`src/rtl/ibus_arb_pkg.sv`:
```
// rtl/ibus_arb_pkg.sv - shared CPU package: internal-bus owner and request record types
package ibus_arb_pkg;

   // Current internal-bus owner; encoding is visible on the OWNER port
   typedef enum logic [1:0] {
      IO_NONE = 2'b00,
      IO_M0   = 2'b01,
      IO_M1   = 2'b10
   } IbusOwner_t;

   // One master's request as seen by the slave-side mux
   typedef struct packed {
      logic [31:0] a;
      logic [31:0] di;
      logic [3:0]  ba;
      logic        we;
      logic        req;
   } IbusReq_t;

   localparam int unsigned DCNT_W = 3;

endpackage

```
`src/rtl/ibus_arb_pick.sv`:
```
// rtl/ibus_arb_pick.sv - combinational owner pick: DMAC priority unless the fairness limit is hit
module ibus_arb_pick
   import ibus_arb_pkg::*;
(
   input  logic       m0_req,
   input  logic       m1_req,
   input  logic       limit,
   output IbusOwner_t owner
);

   // DMAC wins a tie; the CPU wins a tie once the DMAC has used up its fair share
   always_comb begin
      owner = IO_NONE;
      if (m0_req && (!m1_req || limit)) begin
         owner = IO_M0;
      end else if (m1_req) begin
         owner = IO_M1;
      end
   end

endmodule

```
`src/rtl/ibus_arb.sv`:
```
// rtl/ibus_arb.sv - CPU/DMAC internal-bus arbiter; IBUS_ARB_FAIR_EN compiles in the DMAC fairness counter
module ibus_arb
   import ibus_arb_pkg::*;
#(
   parameter int unsigned FAIR_LIMIT = 4
) (
   input  logic        CLK,
   input  logic        RST_N,
   input  logic        CE_R,
   input  logic        RES_N,
   input  logic [31:0] M0_A,
   input  logic [31:0] M0_DI,
   input  logic [3:0]  M0_BA,
   input  logic        M0_WE,
   input  logic        M0_REQ,
   input  logic        M0_LOCK,
   input  logic [31:0] M1_A,
   input  logic [31:0] M1_DI,
   input  logic [3:0]  M1_BA,
   input  logic        M1_WE,
   input  logic        M1_REQ,
   input  logic        M1_BURST,
   output logic [31:0] M0_DO,
   output logic        M0_BUSY,
   output logic [31:0] M1_DO,
   output logic        M1_BUSY,
   output logic [31:0] S_A,
   output logic [31:0] S_DO,
   output logic [3:0]  S_BA,
   output logic        S_WE,
   output logic        S_REQ,
   output logic        S_LOCK,
   input  logic [31:0] S_DI,
   input  logic        S_BUSY,
   output logic [1:0]  OWNER
);

   if (FAIR_LIMIT < 1 || FAIR_LIMIT > 7) begin : g_limit_range
      $error("ibus_arb: FAIR_LIMIT must be in 1..7");
   end

   IbusOwner_t owner_q, owner_d, pick_owner;
   IbusReq_t   m0_r, m1_r, own_req;
   logic       done;
   logic       limit;

   assign m0_r = '{a: M0_A, di: M0_DI, ba: M0_BA, we: M0_WE, req: M0_REQ};
   assign m1_r = '{a: M1_A, di: M1_DI, ba: M1_BA, we: M1_WE, req: M1_REQ};

   // Slave-side mux: only the owner reaches the slave, IDLE drives all zeros
   always_comb begin
      own_req = '0;
      S_LOCK  = 1'b0;
      case (owner_q)
         IO_M0: begin
            own_req = m0_r;
            S_LOCK  = M0_LOCK;
         end
         IO_M1:   own_req = m1_r;
         default: own_req = '0;
      endcase
   end

   assign S_A   = own_req.a;
   assign S_DO  = own_req.di;
   assign S_BA  = own_req.ba;
   assign S_WE  = own_req.we;
   assign S_REQ = own_req.req;

   assign M0_DO   = S_DI;
   assign M1_DO   = S_DI;
   assign M0_BUSY = M0_REQ && (owner_q != IO_M0 || S_BUSY);
   assign M1_BUSY = M1_REQ && (owner_q != IO_M1 || S_BUSY);
   assign OWNER   = owner_q;

   // The owner's transfer is accepted on this edge
   assign done = CE_R && own_req.req && !S_BUSY;

`ifdef IBUS_ARB_FAIR_EN
   localparam logic [3:0] LIMIT = 4'(FAIR_LIMIT);

   logic [DCNT_W-1:0] dcnt_q, dcnt_d;
   logic              m1_done;

   assign m1_done = done && (owner_q == IO_M1);
   // The completion that brings DCNT to the limit already hands the bus to the waiting CPU
   assign limit   = M0_REQ && (({1'b0, dcnt_q} + {3'b000, m1_done}) >= LIMIT);

   // DCNT counts DMAC completions while the CPU waits, cleared once the CPU gets the bus
   always_comb begin
      dcnt_d = dcnt_q;
      if (!M0_REQ || owner_d == IO_M0) begin
         dcnt_d = '0;
      end else if (m1_done && dcnt_q != 3'd7) begin
         dcnt_d = dcnt_q + 3'd1;
      end
   end

   // DCNT register, updated only on CE_R, cleared by either reset
   always_ff @(posedge CLK or negedge RST_N) begin
      if (!RST_N) begin
         dcnt_q <= '0;
      end else if (!RES_N) begin
         dcnt_q <= '0;
      end else if (CE_R) begin
         dcnt_q <= dcnt_d;
      end
   end
`else
   assign limit = 1'b0;
`endif

   ibus_arb_pick u_pick (
      .m0_req (M0_REQ),
      .m1_req (M1_REQ),
      .limit  (limit),
      .owner  (pick_owner)
   );

   // Next owner: hold through lock/burst, re-arbitrate on completion, release on dropped request
   always_comb begin
      owner_d = owner_q;
      case (owner_q)
         IO_M0: begin
            if (done) begin
               owner_d = M0_LOCK ? IO_M0 : pick_owner;
            end else if (!M0_REQ && !M0_LOCK) begin
               owner_d = IO_NONE;
            end
         end
         IO_M1: begin
            if (done) begin
               owner_d = (M1_BURST && !limit) ? IO_M1 : pick_owner;
            end else if (!M1_REQ && !M1_BURST) begin
               owner_d = IO_NONE;
            end
         end
         default: owner_d = pick_owner;
      endcase
   end

   // Owner register; soft reset wins over a simultaneous completion
   always_ff @(posedge CLK or negedge RST_N) begin
      if (!RST_N) begin
         owner_q <= IO_NONE;
      end else if (!RES_N) begin
         owner_q <= IO_NONE;
      end else if (CE_R) begin
         owner_q <= owner_d;
      end
   end

endmodule

```
`config.mk`:
```
export PLATFORM = sky130hd
export DESIGN_NAME = ibus_arb
export DESIGN_NICKNAME = d
export VERILOG_FILES = /design/src/rtl/ibus_arb_pkg.sv /design/src/rtl/ibus_arb_pick.sv /design/src/rtl/ibus_arb.sv
export SDC_FILE = /design/constraint.sdc
export NUM_CORES = 1
export LEC_CHECK = 0
export BUFFER_PORTS_ARGS = -buffer_cell sky130_fd_sc_hd__clkbuf_2
export CORE_AREA = 2 2 125 127
export CTS_CLUSTER_SIZE = 16
export DETAILED_ROUTE_END_ITERATION = 10
export DIE_AREA = 0 0 127 129
export GPL_ROUTABILITY_DRIVEN = 0
export PLACE_DENSITY = 0.44
export SYNTH_ARGS = -nofsm -noshare
export SYNTH_HDL_FRONTEND = slang
export SYNTH_HIERARCHICAL = 1
export SYNTH_SLANG_ARGS = --single-unit
```
`constraint.sdc`:
```
create_clock -name CLK -period 1.7 [get_ports CLK]
set_clock_uncertainty 0.1 [all_clocks]
set_input_delay 0.085 -clock CLK [delete_from_list [all_inputs] [get_ports CLK]]
set_output_delay 0.085 -clock CLK [all_outputs]
set_load 0.005 [all_outputs]
```
=== Word-level counts from Yosys, hierarchy flattened ===
Cells that the tools add are included.

* Register bits: 2
* Input port bits: 179
* Output and inout bits: 139
* Word-level logic and storage cells: 36

* Equal/unequal tests: 7
* Muxes and demuxes: 13
* Reduce and logical (&&, ||, !) cells: 15

{| class="wikitable"
|+ Operators with widths
! cell !! number
|-
| one-hot mux 70 bit (2 select lines) || 1
|-
| two-way mux 2 bit || 10
|-
| inequality test 4 bit (second input constant) || 2
|-
| logical AND 1 bit || 7
|-
| zero test 1 bit || 5
|-
| inequality test 2 bit (second input constant) || 2
|-
| one-hot mux 2 bit (2 select lines) || 1
|-
| AND reduction 3 bit || 1
|-
| equality test 2 x 1 -> 1 bit (second input constant) || 1
|-
| equality test 2 bit (second input constant) || 1
|-
| logical OR 1 bit || 2
|-
| inequality test 2 x 1 -> 1 bit (second input constant) || 1
|-
| two-way mux 1 bit || 1
|}

=== Depth between registers and ports, before layout ===
Gate-level depths: netlist of run 1.

* Word-level depth: 8
* Mapped depth: 7

=== By module ===
The synthesis of run 1 kept the hierarchy.

{| class="wikitable"
|+ Modules (own cells, without submodules)
! module !! times used !! cells an instance !! area an instance (um^2)
|-
| ibus_arb || 1 || 184 || 1403.8
|-
| ibus_arb_pick || 1 || 3 || 18.8
|}

=== Worst setup path before layout of run 1 ===
OpenSTA, ideal clock, no wires.

* Path type: register to register
* Start point: register owner_q[0], in the netlist OWNER[0]
* End point: register owner_q[0], in the netlist OWNER[0]
* Library setup time: 0.122 ns
* Arrival time: 1.610 ns
* Required time: 1.478 ns
* Path slack: -0.132 ns
* Stages on the path, launching flop included: 6
* Path buffers: 0
* Clock period less this slack: 1.832 ns
* Path through: dfrtp_1 inv_1 ha_1 or3_1 a21bo_1 a32o_1

* Longest elaborated chain between the ends: 8
* Elaborated cells on any way between the ends: 13

{| class="wikitable"
|+ Ends and longest elaborated chain
! what !! line !! RTL
|-
| start: declaration || ibus_arb.sv:42 || <nowiki>IbusOwner_t owner_q, owner_d, pick_owner;</nowiki>
|-
| start signal: assignment || ibus_arb.sv:149 || <nowiki>owner_q <= owner_d;</nowiki>
|-
| equality test 2 bit or equality test 2 x 1 -> 1 bit (tied branches) || ibus_arb.sv:54, ibus_arb.sv:123 ||
|-
| one-hot mux 70 bit (2 select lines) || ibus_arb.sv:54 || <nowiki>case (owner_q)</nowiki>
|-
| logical AND 1 bit (2 in a row) || ibus_arb.sv:77 || <nowiki>assign done = CE_R && own_req.req && !S_BUSY;</nowiki>
|-
| two-way mux 2 bit, on equally long branches || ibus_arb.sv:132, ibus_arb.sv:125 ||
|-
| one-hot mux 2 bit (2 select lines) || ibus_arb.sv:123 || <nowiki>case (owner_q)</nowiki>
|-
| two-way mux 2 bit || ibus_arb.sv:148 || <nowiki>end else if (CE_R) begin</nowiki>
|-
| two-way mux 2 bit || ibus_arb.sv:146 || <nowiki>end else if (!RES_N) begin</nowiki>
|}

Parallel ways exist; a longest one is shown, timed or not. The select of a mux whose other input is x is not followed.
A chain may end at the register's enable or synchronous reset.

=== Worst setup path in the final report of run 1 ===
* Start point: register owner_q[0], in the netlist OWNER[0]
* End point: output S_A[24]

* Longest elaborated chain between the ends: 2
* Elaborated cells on any way between the ends: 3

{| class="wikitable"
|+ Ends and longest elaborated chain
! what !! line !! RTL
|-
| equality test 2 bit or equality test 2 x 1 -> 1 bit (tied branches) || ibus_arb.sv:54 ||
|-
| one-hot mux 70 bit (2 select lines) (*) || ibus_arb.sv:54 ||
|-
| end: declaration || ibus_arb.sv:27 || <nowiki>output logic [31:0] S_A,</nowiki>
|}

Every way passes the cells marked *; elsewhere a longest branch is shown, timed or not.

==> reports/summary.txt, run 1 <==
Outcome -> complete, but fails checks
Failing checks -> negative setup slack
CTS H-tree lvls -> 1
Power Density -> 348 mW/mm2
Final design utilization -> 0.181
Grt peak-use layer -> met2
Lkg Pwr -> 1.51 nW
Hold_ws -> 49.3 ps
CTS tree -> yes
Seq cells post-synth -> 2
Setup ws final -> -261 ps
Grt met3 use -> 0.0220
Die extent in x -> 127 um
Most common cell after layout, fill and taps aside -> clkbuf_2
Syn avg cell area -> 7.61 um2
Antenna cells -> 0
Die extent in y -> 129 um
Post-placement cell count -> 528
GRT Util Overall -> 0.0700
Clk sink count -> 2
Synth cell types -> 21
Drt drc -> 0
Global-route wire length before repair -> 9280 um
Layout area overhead -> 90.6%
Most frequent cells in the layout -> clkbuf_2, a22o_1, clkbuf_16, o21ai_0, buf_2
Initial antenna violation count -> 0
Warning count from the yosys run -> 6
Period utilization -> 1.15
Seq/Total Area, Yosys -> 0.0352
Total CTS buffers -> 3
Port bufs -> 221
CP dominant cell by count -> buf_12
Rows -> 45
Vias in the first global route -> 1879
Max reg flops -> 2
Endpoints failing setup -> 71
# fillers -> 1695
Final Power -> 0.000942 W
DR iter-0 viols -> 117
Fin nets -> 537
DRT Pass-1 Iters -> 6
Req. time, crit path -> 1510 ps
Root buf cell -> clkbuf_16
CTS clk-pin slew, worst paths -> 30 ps
Max Fclk -> 510 MHz
Initial Util -> 0.0950
Worst EP arrival -> 1780 ps
Pin count of the biggest net entering global routing -> 41
Storage cell area -> 51.3 um2
Vias -> 2146
CP max stage cell -> dfrtp_2
RSZ-0062 raised after global routing -> yes
CORE AREA -> 0.0150 mm2
Worst setup SP type -> flop
DIE AREA -> 0.0164 mm2
Via/cell ratio -> 3.96
Routed wire per std cell -> 15.2 um
Detail Placement HPWL -> 5860 um
Hold Crit Class -> input pin to flop
Pre-CTS WS -> -21.7 ps
Slew Viols, Final -> 0
Mapped cell area -> 0.00142 mm2
Area occupied by multi-input gates -> 858 um2
Final hold viol count -> 0
Min Tclk post-route -> 1960 ps
Crit-path max cell delay -> 430 ps
Clock tree buffer depth -> 2
Final wirelength -> 8210 um
ANT nets after route -> 0
Critical path, cell by cell -> inv_2 -> ha_4 -> buf_6 -> nor2b_4 -> buf_12 -> buf_12 -> a22o_1 -> clkbuf_2
Non-filler cells, final -> 542
Top Ports -> 318
Max VDD drop -> 0.000531 V
Grt met1 use -> 0.0956
Maxcap violations -> 0
Worst Setup End Kind -> primary output
Met2 Use GR -> 0.109
Total global routing overflow -> 0
Critical path class -> flop to primary output
Post-Syn Instances -> 187
Share of cells above drive strength 1 -> 0.715
Clock Latency Late Sink -> 220 ps
Crit-path max FO -> 15
[cells in the mapped netlist]
library cell | instances | share of area
or3_1 | 1 | 0.0044
a21oi_1 | 1 | 0.0035
o21ai_0 | 6 | 0.021
a22o_1 | 69 | 0.42
dfrtp_1 | 2 | 0.035
ha_1 | 2 | 0.018
a21boi_0 | 3 | 0.016
buf_4 | 64 | 0.34
conb_1 | 1 | 0.0026
a22oi_1 | 1 | 0.0053
inv_1 | 4 | 0.011
and2_1 | 1 | 0.0044
a21bo_1 | 1 | 0.0070
nor2b_1 | 6 | 0.026
nand3_1 | 1 | 0.0035
a21boi_1 | 1 | 0.0053
a32o_1 | 2 | 0.014
buf_2 | 6 | 0.021
clkbuf_1 | 10 | 0.026
nand2_1 | 4 | 0.011
nor2_1 | 1 | 0.0026
[what timing repair did]
| action | 4_1_cts | 5_1_grt |
|---|---|---|
| setup endpoints to repair | 71 | 71 |
| pin swaps | 3 | 8 |
| resized for setup | 3 | 10 |
| cloned | 0 | 8 |
| buffers inserted | 0 | 2 |
| endpoints found under the hold margin | 2 | 0 |
| hold buffers | 1 | 0 |
[metrics by stage]
step	setup TNS (ps)	instance area [um2]
after CTS	-14000	2480
after floorplan	-34.0	1440
after global routing	-21190	2710
final	-16010	2710
after detailed placement	-98.7	2380
after global placement	-0.469	2380
[layout make-up]
| cell class | instances | share of cell area |
|---|---|---|
| clock buffers | 3 | 0.0277 |
| inverters | 4 | 0.00554 |
| multi-input cells | 102 | 0.317 |
| flip-flops and latches | 2 | 0.0189 |
| well taps | 188 | 0.0868 |
| repair buffers | 243 | 0.545 |
[where the power goes]
part	switching (W)	internal, W	leakage (nW)	total [W]
registers	0.00000725	0.0000532	0.0257	0.0000604
logic	0.000220	0.000310	1.45	0.000529
clock network	0.0000534	0.000299	0.0370	0.000353
[worst paths after layout]
path | to | slack (ps) | cells past startpoint | start
worst max-delay path | S_A[24] | -260 | 8 | OWNER[0]$_DFFE_PN0P_
worst min-delay path | OWNER[1]$_DFFE_PN0P_ | 50 | 2 | RES_N
worst max register to register | OWNER[1]$_DFFE_PN0P_ | -70 | 6 | OWNER[0]$_DFFE_PN0P_
worst min register to register | OWNER[1]$_DFFE_PN0P_ | 620 | 2 | OWNER[1]$_DFFE_PN0P_
max in group asynchronous | OWNER[0]$_DFFE_PN0P_ | 1300 | 2 | RST_N
min in group asynchronous | OWNER[1]$_DFFE_PN0P_ | 80 | 2 | RST_N
[cell families (layout without fill, tap and decap cells)]
| family | Yosys count | after routing | share of synthesized area |
|---|---|---|---|
| flip-flops | 2 | 2 | 0.0352 |
| buffers and inverters | 84 | 250 | 0.396 |
| AND/OR/NAND/NOR | 14 | 14 | 0.0519 |
| other | 1 | 2 | 0.00264 |
| adder cells (fa/ha/maj) | 2 | 2 | 0.0176 |
| AO/OA/AOI/OAI | 84 | 84 | 0.497 |
[metal layers]
metal,vias to the layer above,wire (um)
met3,7,817
met2,152,3910
met1,1012,3450
met4,0,34
met5,-,0
li1,975,-
[critical path: cells and delay by family (launching register included)]
| kind | cells | cell delay [ps] |
|---|---|---|
| AOI/OAI and AO/OA | 1 | 170 |
| adders and majority gates | 1 | 200 |
| DFF | 1 | 430 |
| buffers and inverters | 5 | 620 |
| and+or+nand+nor | 1 | 120 |
Power figures use the tool's default switching activity.
==> inputs of run 2 (changes only) <==
==> constraint.sdc (replaced) <==
create_clock -name CLK -period 1.7 [get_ports CLK]
set_clock_uncertainty 0.1 [all_clocks]
set_input_delay 0.51 -clock CLK [delete_from_list [all_inputs] [get_ports CLK]]
set_output_delay 0.51 -clock CLK [all_outputs]
set_load 0.005 [all_outputs]
==> run 2 against run 1 <==
  * Via count decreased by 4.3%
  * Design area barely moved
  * The flow still finishes with violations (negative setup slack)
  * Highest routed layer unchanged
  * Clock power decreased by 2%
  * Cell count is 0.37% higher
  * Critical path type unchanged
  * Critical path depth shrank 2
  * Sequential power decreased by 3%
  * Sequential share of layout area barely moved
  * Power is 0.47% higher
  * Count of clock-buffer cells in the layout stayed put
  * First-iteration DRC count fell by 36%
  * Non-clock buffer count rose by 2
==> reports/summary.txt, run 2 (same netlist as run 1, synthesis figures left out) <==
Outcome -> complete, but fails checks
Failing checks -> negative setup slack
Max reg flops -> 2 (unchanged)
CORE AREA -> 0.0150 mm2 (unchanged)
Initial Util -> 0.0950 (unchanged)
Port bufs -> 221 (unchanged)
CTS tree -> yes
Lkg Pwr -> 1.53 nW (+1.2%)
Setup ws final -> -600 ps (-339 ps)
Switching share of power -> 0.289 (-0.00862)
ANT nets after route -> 0 (unchanged)
Antenna cells -> 0 (unchanged)
Crit-path max FO -> 11 (-4)
Final wirelength -> 7180 um (-13%)
Power share of the sequential group -> 0.062 (-0.002)
DIE AREA -> 0.0164 mm2 (unchanged)
RSZ-0062 raised after global routing -> yes
Logic pwr share -> 0.571 (+0.009)
Clk pwr share -> 0.367 (-0.007)
Clk sink count -> 2 (unchanged)
Rows -> 45 (unchanged)
Power Density -> 349 mW/mm2 (+0.37%)
Critical path class -> flop to primary output
Psw -> 0.000274 W (-2.4%)
Hold Crit Class -> input pin to flop
Period utilization -> 1.35 (+0.200)
Vias -> 2053 (-4.3%)
Drt drc -> 0 (unchanged)
DRT Pass-1 Iters -> 4 (-2)
Post-placement cell count -> 530 (+0.38%)
Via/cell ratio -> 3.77 (-4.7%)
Slew Viols, Final -> 0 (unchanged)
Fin nets -> 539 (+0.37%)
Total global routing overflow -> 0 (unchanged)
Final hold viol count -> 0 (unchanged)
DR iter-0 viols -> 75 (-36%)
Total CTS buffers -> 3 (unchanged)
Worst EP arrival -> 1690 ps (-90 ps)
Detail Placement HPWL -> 5270 um (-10%)
Req. time, crit path -> 1090 ps (-420 ps)
Layout area overhead -> 90.8% (about the same)
Root buf cell -> clkbuf_16
Worst setup SP type -> flop
Pin count of the biggest net entering global routing -> 42 (+2.4%)
Routed wire per std cell -> 13.2 um (-13%)
Max VDD drop -> 0.000340 V (-36%)
Top Ports -> 318 (unchanged)
Die extent in x -> 127 um (unchanged)
Share of cells above drive strength 1 -> 0.733 (+0.0185)
Vias in the first global route -> 1843 (-1.9%)
Dpl cell area -> 0.00241 mm2 (+1.1%)
Non-filler cells, final -> 544 (+0.37%)
Clock tree buffer depth -> 2 (unchanged)
Max Fclk -> 435 MHz (-15%)
Initial antenna violation count -> 0 (unchanged)
Maxcap violations -> 0 (unchanged)
Endpoints failing setup -> 75 (+5.6%)
Worst Setup End Kind -> primary output
GRT Util Overall -> 0.0647 (-0.00523)
Most common cell after layout, fill and taps aside -> clkbuf_2
Final instance area -> 0.00271 mm2 (about the same)
Global-route wire length before repair -> 8710 um (-6.1%)
Most frequent cells in the layout -> clkbuf_2, a22o_1, buf_2, buf_4
Internal Power -> 0.000673 W (+1.7%)
Clock Latency Late Sink -> 220 ps (about the same)
Die extent in y -> 129 um (unchanged)
CTS clk-pin slew, worst paths -> 30 ps (about the same)
Final Power -> 0.000947 W (+0.47%)
CTS H-tree lvls -> 1 (unchanged)
Min Tclk post-route -> 2300 ps (+339 ps)
run 2: area by class of cell:
class | count | area, um2
Tap cell | 188 | 235
Sequential cell | 2 | 51.3
Inverter | 4 | 15.0
Fill cell | 1710 | 12300
Multi-Input combinational cell | 102 | 881
Timing Repair Buffer | 245 | 1460
Clock buffer | 3 | 75.1
run 2: routing by layer:
layer,track usage,wire (um)
met1,0.0809,2920
met2,0.114,3460
met3,0.0166,725
met4,0.0116,63
met5,0,0
run 2: worst paths after layout:
path	depth (start not counted)	slack, ps	end	startpoint
setup reg to reg	6	-250	OWNER[0]$_DFFE_PN0P_	OWNER[1]$_DFFE_PN0P_
hold / removal	2	490	OWNER[0]$_DFFE_PN0P_	RES_N
max in group asynchronous	2	870	OWNER[1]$_DFFE_PN0P_	RST_N
setup / recovery	6	-600	S_DO[16]	OWNER[1]$_DFFE_PN0P_
min in group asynchronous	2	520	OWNER[0]$_DFFE_PN0P_	RST_N
hold reg to reg	2	600	OWNER[1]$_DFFE_PN0P_	OWNER[1]$_DFFE_PN0P_
run 2: through the flow:
stage | utilization | TNS [ps] | hold slack, ps | worst slack (ps)
2_1_floorplan | - | -20340 | 114 | -333
5_1_grt | 0.181 | -41840 | 518 | -654
3_5_place_dp | 0.161 | -19450 | 200 | -389
4_1_cts | 0.174 | -38950 | 497 | -615
6_report | 0.181 | -36560 | 491 | -600
3_3_place_gp | 0.161 | -16960 | 199 | -356
run 2: worst max-delay path, stage by stage (launching register included):
cell	delay, ps
dfrtp_2	420
ha_4	270
nor2b_4	130
buf_12	160
buf_12	150
a22o_1	180
buf_2	150
run 2: power by group through the flow:
stage | combinational, W | sequential, W | clock [W]
after floorplan | 0.000285 | 0.0000608 | 0
after global placement | 0.000464 | 0.0000576 | 0
after detailed placement | 0.000466 | 0.0000582 | 0
after CTS | 0.000516 | 0.0000583 | 0.000351
after global routing | 0.000589 | 0.0000602 | 0.000356
final | 0.000541 | 0.0000587 | 0.000347
run 2: timing repair:
item                                    in CTS  in global routing
pin swaps                                   10                  3
gates cloned                                 1                  5
gates resized for setup                     13                 27
setup buffers                                5                  1
hold endpoints to repair                     2                  0
hold buffers                                 1                  0
endpoints found under the setup margin      75                 75
==> inputs of run 3 (changes only) <==
- CORE_AREA: 2 2 125 127 -> 2 2 122 124
- DIE_AREA: 0 0 127 129 -> 0 0 124 126
- PLACE_DENSITY: 0.44 -> 0.47
- SYNTH_HIERARCHICAL: 1 -> unset
==> run 3 against run 2 <==
  * The run still ends with negative setup slack left
  * Power grew to 2.9 times the previous value
  * Maximum frequency is 8.8% higher
  * Synthesized cell count is 40% higher
  * Combinational power grew to 4.3 times the previous value
  * Sequential power is 32% higher
  * Sequential share of layout area is 0.26 points lower
  * Global-route usage is 3.7 points higher
  * Die area is 4.6% lower
  * Sequential cell count stayed put
  * Critical endpoint is now S_A[15]
==> reports/summary.txt, run 3 <==
Top cells by area, synth -> a22oi_1, buf_4, nor2_1, buf_2, dfrtp_1
Least-Margin Pin Slew -> 261 ps
Period utilization -> 1.24 (-0.109)
Lkg Pwr -> 1.55 nW (+1.4%)
DRT Pass-1 Iters -> 4 (unchanged)
Highest metal used -> met4
Die extent in y -> 126 um (-2.3%)
Syn avg cell area -> 6.34 um2 (-17%)
DIE AREA -> 0.0156 mm2 (-4.6%)
Final hold viol count -> 0 (unchanged)
Top cells by count, synth -> nor2_1, a22oi_1, buf_4
Met3 routed WL -> 812 um (+12%)
Area occupied by multi-input gates -> 0.00129 mm2 (+46%)
Max Fclk -> 473 MHz (+8.8%)
Mapped cell area -> 0.00166 mm2 (+17%)
R2R Path Start -> OWNER[0]$_DFFE_PN0P_
DR iter-0 viols -> 67 (-11%)
CTS clk-pin slew, worst paths -> 30 ps (about the same)
Vias in the first global route -> 2457 (+33%)
Dominant cell type by area after synthesis -> a22oi_1
Hold_ws -> 475 ps (-15.5 ps)
Warning count from the yosys run -> 0 (-6)
Dpl cell area -> 0.00283 mm2 (+18%)
Setup ws final -> -414 ps (+186 ps)
Via/cell ratio -> 4.00 (+6.0%)
Post-placement cell count -> 608 (+15%)
Fin nets -> 618 (+15%)
Storage cell area -> 52.6 um2 (+2.4%)
CTS tree -> yes
Non-filler cells, final -> 620 (+14%)
Failing checks -> negative setup slack
Hold Path End -> OWNER[1]$_DFFE_PN0P_
Synth top area share -> 0.312 (-0.113)
Crit-path max FO -> 23 (+12)
R2r endpoint -> OWNER[1]$_DFFE_PN0P_
Post-Syn Instances -> 262 (+40%)
Clock Latency Late Sink -> 220 ps (about the same)
Max_slew headroom -> 0.823
DR WL met2 -> 4400 um (+27%)
Detail Placement HPWL -> 7020 um (+33%)
Max VDD drop -> 0.000335 V (-1.7%)
Antenna cells -> 0 (unchanged)
Share of cells above drive strength 1 -> 0.732 (-0.00149)
CTS H-tree lvls -> 1 (unchanged)
Slew Viols, Final -> 0 (unchanged)
Final instance area -> 0.00323 mm2 (+19%)
Total global routing overflow -> 0 (unchanged)
Outcome -> complete, but fails checks
Clk sink count -> 2 (unchanged)
Hold path depth -> 2 (unchanged)
Critical path class -> flop to primary output
Min Tclk post-route -> 2110 ps (-186 ps)
Wire length on met1 -> 3450 um (+18%)
CP bufs+invs -> 4 (+1)
WP depth -> 7 (+1)
Final design utilization -> 0.225 (+0.0441)
Number of flops mapped to enable cells by yosys -> 0 (unchanged)
Drt drc -> 0 (unchanged)
Req. time, crit path -> 1090 ps (about the same)
Critical path, cell by cell -> inv_2 -> ha_4 -> buf_12 -> buf_6 -> a22oi_2 -> nor2_1 -> buf_2
Post-synth ARST share -> 1.00 (unchanged)
Pre-CTS WS -> -226 ps (+164 ps)
Maxcap violations -> 0 (unchanged)
Port bufs -> 221 (unchanged)
Seq cells post-synth -> 2 (unchanged)
# fillers -> 1658 (-3.0%)
Global-route wire length before repair -> 12400 um (+42%)
Rows -> 44 (-2.2%)
Die extent in x -> 124 um (-2.4%)
Worst Setup End Kind -> primary output
GRT Util Overall -> 0.101 (+0.0366)
RSZ-0062 raised after global routing -> yes
Crit-path max cell delay -> 420 ps (about the same)
Dominant synthesized flop cell -> dfrtp_1
Root buf cell -> clkbuf_16
HP Start -> RES_N
Top Ports -> 318 (unchanged)
Layout area overhead -> 94.1%
Final wirelength -> 8920 um (+24%)
CORE AREA -> 0.0143 mm2 (-4.4%)
R2R Setup Slk -> -240 ps (about the same)
Worst EP arrival -> 1500 ps (-190 ps)
Endpoints failing setup -> 75 (unchanged)
Routed wire per std cell -> 14.4 um (+9.1%)
Largest delay share family, worst path -> buffers and inverters
Most frequent cells in the layout -> clkbuf_2, nor2_1, buf_2, a22oi_2, a22oi_1
Most common cell after layout, fill and taps aside -> clkbuf_2
Worst Reg-to-Reg Cells -> 8 (+2)
Initial antenna violation count -> 0 (unchanged)
Initial Util -> 0.116 (+0.0211)
Pin count of the biggest net entering global routing -> 43 (+2.4%)
Vias -> 2481 (+21%)
ANT nets after route -> 0 (unchanged)
Max reg flops -> 2 (unchanged)
Total CTS buffers -> 3 (unchanged)
Synthesized net count -> 443
Synth cell types -> 23 (+9.5%)
Worst setup SP type -> flop
Power Density -> 856 mW/mm2 (+150%)
CP max stage cell -> dfrtp_2
Clock tree buffer depth -> 2 (unchanged)
Hold Crit Class -> input pin to flop
Seq/Total Area, Yosys -> 0.0301 (-0.00506)
Most frequent cell after synthesis -> nor2_1
run 3: kinds of logic (layout without fill, tap and decap cells):
kind of cell               Yosys count  count (layout)  share of synthesized area
AOI/OAI and AO/OA                   82              82                      0.373
and+or+nand+nor                     82              82                      0.209
DFF                                  2               2                     0.0301
buffers and inverters               94             268                      0.373
adders and majority gates            2               2                     0.0151
run 3: worst reg2reg max path: cells and delay by family (launching register included):
kind | cells | cell delay (ps)
compound gates | 2 | 340
fa+ha+maj | 1 | 210
buf+inv | 3 | 420
flops | 1 | 420
simple gates | 2 | 320
run 3: what timing repair did:
item | in CTS | in global routing
hold buffers | 1 | 0
setup endpoints to repair | 75 | 75
setup buffers | 4 | 2
hold endpoints to repair | 2 | 0
gates cloned | 1 | 1
pin swaps | 9 | 2
gates resized for setup | 35 | 54
run 3: layer usage:
metal,global-route usage,up-vias
met5,0,-
met4,0.0337,0
met3,0.0186,28
met2,0.184,134
met1,0.117,1104
li1,-,1215
run 3: final cells by class:
cell class              instances  share of cell area
multi-input cells             166               0.400
well taps                     184              0.0714
flip-flops and latches          2              0.0163
repair buffers                258               0.481
inverters                       6             0.00698
clock buffers                   4              0.0244
run 3: worst max path at each step:
stage                                    start       end  slack (ps)
after global placement    OWNER[1]$_DFFE_PN0P_  S_DO[16]        -200
after floorplan           OWNER[1]$_DFFE_PN0P_    S_A[0]         -40
final                     OWNER[1]$_DFFE_PN0P_   S_A[15]        -410
after global routing      OWNER[1]$_DFFE_PN0P_   S_A[15]        -500
after detailed placement  OWNER[1]$_DFFE_PN0P_   S_DO[7]        -230
after CTS                 OWNER[1]$_DFFE_PN0P_  S_DO[22]        -440
run 3: per-stage QoR:
stage / TNS (ps) / total power (W)
floorplan: -2890 / 0.00141
global placement: -10160 / 0.00208
detailed placement: -11510 / 0.00208
CTS: -29200 / 0.00275
global route: -32490 / 0.00300
finish: -26280 / 0.00276
run 3: where the power goes:
group	internal [W]	leakage, nW	switching (W)
Clock	0.000309	0.0382	0.0000597
Combinational	0.00114	1.49	0.00118
Sequential	0.0000612	0.0239	0.0000165
